File: config.mk
export PLATFORM = sky130hd
export DESIGN_NAME = merged_pin_demux
export DESIGN_NICKNAME = d
export VERILOG_FILES = /design/src/rtl/merged_pin_demux.sv
export SDC_FILE = /design/constraint.sdc
export NUM_CORES = 1
export LEC_CHECK = 0
export ABC_AREA = 1
export BUFFER_PORTS_ARGS = -buffer_cell sky130_fd_sc_hd__buf_2
export CORE_MARGIN = 2
export CORE_UTILIZATION = 49
export DETAILED_ROUTE_END_ITERATION = 8
export HOLD_SLACK_MARGIN = 0.05
export PLACE_DENSITY = 0.72
export SLEW_MARGIN = 20
export SYNTH_ARGS = -nofsm -noshare
export SYNTH_HDL_FRONTEND = slang
export SYNTH_SLANG_ARGS = --single-unit
File: constraint.sdc
create_clock -name clk -period 1.4 [get_ports clk]
set_input_delay 0.14 -clock clk [delete_from_list [all_inputs] [get_ports clk]]
set_output_delay 0.14 -clock clk [all_outputs]
set_load 0.02 [all_outputs]
File: src/rtl/merged_pin_demux.sv
// merged_pin_demux: deframes a time-multiplexed shared pin into NUM_PINS
// parallel outputs, checking even parity and updating the bus atomically
// once per good frame.
module merged_pin_demux #(
    parameter int unsigned          NUM_PINS  = 4,
    parameter logic [NUM_PINS-1:0]  RESET_VAL = '0
) (
    input  logic                clk,
    input  logic                rst,
    input  logic                slot_en,
    input  logic                sync_in,
    input  logic                shared_in,
    output logic [NUM_PINS-1:0] pins_out,
    output logic                pins_valid,
    output logic                parity_err,
    output logic                frame_abort,
    output logic                busy
);

    localparam int unsigned CNT_W = $clog2(NUM_PINS + 1);

    typedef enum logic [1:0] {
        IDLE   = 2'd0,
        SHIFT  = 2'd1,
        PARITY = 2'd2
    } state_t;

    state_t              state_q, state_d;
    logic [CNT_W-1:0]    cnt_q, cnt_d;
    logic [NUM_PINS-1:0] shadow_q, shadow_d;
    logic                par_q, par_d;
    logic [NUM_PINS-1:0] pins_d;
    logic                valid_d;
    logic                err_d;
    logic                abort_d;

    // State, frame bookkeeping and registered outputs.
    always_ff @(posedge clk or posedge rst) begin
        if (rst) begin
            state_q     <= IDLE;
            cnt_q       <= '0;
            shadow_q    <= '0;
            par_q       <= 1'b0;
            pins_out    <= RESET_VAL;
            pins_valid  <= 1'b0;
            parity_err  <= 1'b0;
            frame_abort <= 1'b0;
            busy        <= 1'b0;
        end else begin
            state_q     <= state_d;
            cnt_q       <= cnt_d;
            shadow_q    <= shadow_d;
            par_q       <= par_d;
            pins_out    <= pins_d;
            pins_valid  <= valid_d;
            parity_err  <= err_d;
            frame_abort <= abort_d;
            busy        <= (state_d != IDLE);
        end
    end

    // Next-state logic: a sampled sync always starts a fresh frame; pulses
    // default low so they never stretch across idle slot_en cycles.
    always_comb begin
        state_d  = state_q;
        cnt_d    = cnt_q;
        shadow_d = shadow_q;
        par_d    = par_q;
        pins_d   = pins_out;
        valid_d  = 1'b0;
        err_d    = 1'b0;
        abort_d  = 1'b0;

        if (slot_en) begin
            if (sync_in) begin
                // Slot 0 of a new frame, possibly restarting one in progress.
                abort_d     = (state_q != IDLE);
                shadow_d    = '0;
                shadow_d[0] = shared_in;
                par_d       = shared_in;
                cnt_d       = CNT_W'(1);
                state_d     = SHIFT;
            end else begin
                unique case (state_q)
                    IDLE: begin
                        // Slots outside a frame are ignored.
                    end
                    SHIFT: begin
                        for (int i = 1; i < NUM_PINS; i++) begin
                            if (cnt_q == CNT_W'(i)) begin
                                shadow_d[i] = shared_in;
                            end
                        end
                        par_d = par_q ^ shared_in;
                        if (cnt_q == CNT_W'(NUM_PINS - 1)) begin
                            cnt_d   = CNT_W'(NUM_PINS);
                            state_d = PARITY;
                        end else begin
                            cnt_d = cnt_q + CNT_W'(1);
                        end
                    end
                    PARITY: begin
                        if ((par_q ^ shared_in) == 1'b0) begin
                            pins_d  = shadow_q;
                            valid_d = 1'b1;
                        end else begin
                            err_d = 1'b1;
                        end
                        cnt_d   = '0;
                        par_d   = 1'b0;
                        state_d = IDLE;
                    end
                    default: begin
                        cnt_d   = '0;
                        par_d   = 1'b0;
                        state_d = IDLE;
                    end
                endcase
            end
        end
    end

endmodule

==> summary.md <==
| Metric | Value |
|---|---|
| Outcome | `complete, no violations` |
| Register bit count reported by yosys | `18` |
| Seq/Total Area, Yosys | `47.43%` |
| Yosys warns | `0` |
| Final ANT Viol Nets | `0` |
| Post-synth cell types | `18` |
| Slew Viols, Final | `0` |
| Pre-Repair DR Iteration Count | `4` |
| I/O pins | `13` |
| Max stage delay cell, worst path | `dfrtp_1` |
| Largest net degree at the start of global routing | `19` |
| Clk Latency, worst-skew pair | `290 ps` |
| Critical Path Source | `cnt_q[1]` |
| Root Buffer | `clkbuf_4` |
| Synthesized Nets | `124` |
| DR DRC count | `0` |
| Final HPWL DP | `1219 microns` |
| Critical Path AT | `1490 ps` |
| # rows | `15` |
| RSZ-0062 raised after global routing | `false` |
| Hold Violations, Final | `0` |
| Finished Layout Cells | `156` |
| Via density | `4.750` |
| Post-route cell area | `1072 sq um` |
| Clock sink count | `18` |
| CTS Buffer Depth | `2` |
| CP required | `1590 ps` |
| Vias in the first global route | `671` |
| Full die area | `2306 sq um` |
| Total global routing track utilization | `17.64%` |
| Diodes inserted | `0` |
| Slew margin rel. | `78.67%` |
| Measured slew at the worst slew-check pin | `320.0 ps` |
| Cells along the critical path | `ha_1 -> ha_1 -> o21ai_2 -> nor2_1 -> nor2_1 -> nand2_1` |
| Mapped Cells | `115` |
| Fraction of layout cells with a size suffix above 1 | `20.61%` |
| Count of input and output buffers | `12` |
| FMAX | `0.7735 GHz` |
| Routed wire length | `1610 microns` |
| Worst-path clk slew | `110 ps` |
| Fin crit share | `92.35%` |
| DP Area | `1022 sq um` |
| Die width | `48.03 microns` |
| NumNets Final | `141` |
| Vias after detailed routing | `741` |
| Worst setup EP type | `flop` |
| Pwr dens | `1754 nW/um^2` |
| TritonCTS clock tree | `done` |
| Type of origin of the critical path | `flop` |
| First-pass GRT wire length | `2773 microns` |
| Initial antenna violation count | `0` |
| Final setup viols | `0` |
| Setup_tns | `0 ps` |
| Slowest stage delay, CP | `420 ps` |
| Period minus WS final | `1293 ps` |
| Initial DRC count | `20` |
| Pleak | `0.6145 nW` |
| CTS H-Tree Depth | `1` |
| Type of the worst setup path | `reg -> reg` |
| GP Congestion | `0.8278` |
| Worst VDD drop | `0.9640 mV` |
| Initial Utilization | `53.26%` |
| Clock skew | `10.47 ps` |
| Util after Layout | `60.14%` |
| CTS buffer count | `3` |
| Placed cell count | `151` |
| Layout Area Growth over Synthesis | `12.91%` |
| Worst-path fanout max | `4` |
| Core area | `1783 sq um` |
| Mapped Avg Cell Area | `8.258 sq um` |
| Worst min path class | `in -> reg` |
| DR WL/cell | `10.32 microns` |
| Worst Hold Slack | `90.96 ps` |
| FF-to-FF Start | `cnt_q[1]` |
| Commonest non-fill, non-tap cell in the layout | `nand2_1` |
| Commonest cells after routing, fill and taps aside | `33 x nand2_1, 18 x dfrtp_1, 16 x inv_1` |
| Max Cap Viol | `0` |
| Mapped Area | `949.7 sq um` |
| Min-delay src | `sync_in` |
| Total grt overflow | `0` |
| Die height | `48.03 microns` |
[through the flow]
stage,power (mW),setup WS (ps)
after floorplan,1.398,88.01
after global placement,1.539,72.67
after detailed placement,1.565,31.64
after CTS,1.888,21.35
after global routing,2.072,5.204
final,1.881,107.1
[layer usage]
layer	wire length [microns]	vias to the layer above	track usage, %
met1	731	335	22.17
met4	12	0	8.108
li1	-	390	-
met2	795	14	29.87
met5	0	-	0
met3	71	2	2.264
[sequential cells by signal, indices dropped and copies added (netlist names)]
signal and count:
cnt_q 3, pins_valid 1, state_q 2, pins_out 4, shadow_q 4, busy 1
frame_abort 1, parity_err 1, par_q 1
[kinds of logic (layout without fill, tap and decap cells)]
group,after synthesis,in the layout,synth area share [%]
simple gates,65,65,32.81
flops,18,18,47.43
compound gates,8,8,4.216
buf+inv,20,36,10.28
fa+ha+maj,4,4,5.270
[worst max-delay path, delay by kind of cell (launching register included)]
family                   cells  cell delay (ps)
adder cells (fa/ha/maj)      2              400
flip-flops                   1              420
AO/OA/AOI/OAI                1              150
AND/OR/NAND/NOR              3              220
[synthesized netlist by cell type, drive strengths merged]
library cell	count	share of area, %
nor2	14	6.3
inv	17	6.7
nand4	5	3.3
nor3	1	0.53
buf	3	3.6
nand3	9	7.1
ha	4	5.3
nand2	36	16
a21oi	2	1.1
o21ai	6	3.2
dfrtp	18	47
[power breakdown]
group	leakage, nW	internal, mW	switching, mW	total (mW)
Combinational	0.362	0.274	0.473	0.747
Clock	0.0210	0.158	0.159	0.317
Sequential	0.232	0.683	0.134	0.817
[layout make-up]
| class | count | area (sq um) |
|---|---|---|
| clock buffer | 4 | 36.28 |
| multi-input combinational | 77 | 405.4 |
| sequential | 18 | 450.4 |
| inverter | 17 | 63.81 |
| timing repair buffer | 15 | 85.08 |
| tap | 25 | 31.28 |
| fill | 157 | 710.7 |
[final timing paths]
check,to,slack (ps),cells past startpoint
worst max-delay path,busy,110,6
min in group asynchronous,frame_abort,390,4
worst min-delay path,parity_err,90,2
max in group asynchronous,cnt_q[1],810,4
worst min register to register,pins_out[3],470,2
worst max register to register,busy,110,6
[timing repair]
| action | CTS | global route |
|---|---|---|
| setup endpoints to repair | 0 | 3 |
| setup buffers | 0 | 0 |
| hold buffers | 1 | 0 |
| gates resized for setup | 0 | 2 |
| endpoints found under the hold margin | 18 | 0 |
(Power assumes the default switching activity.)
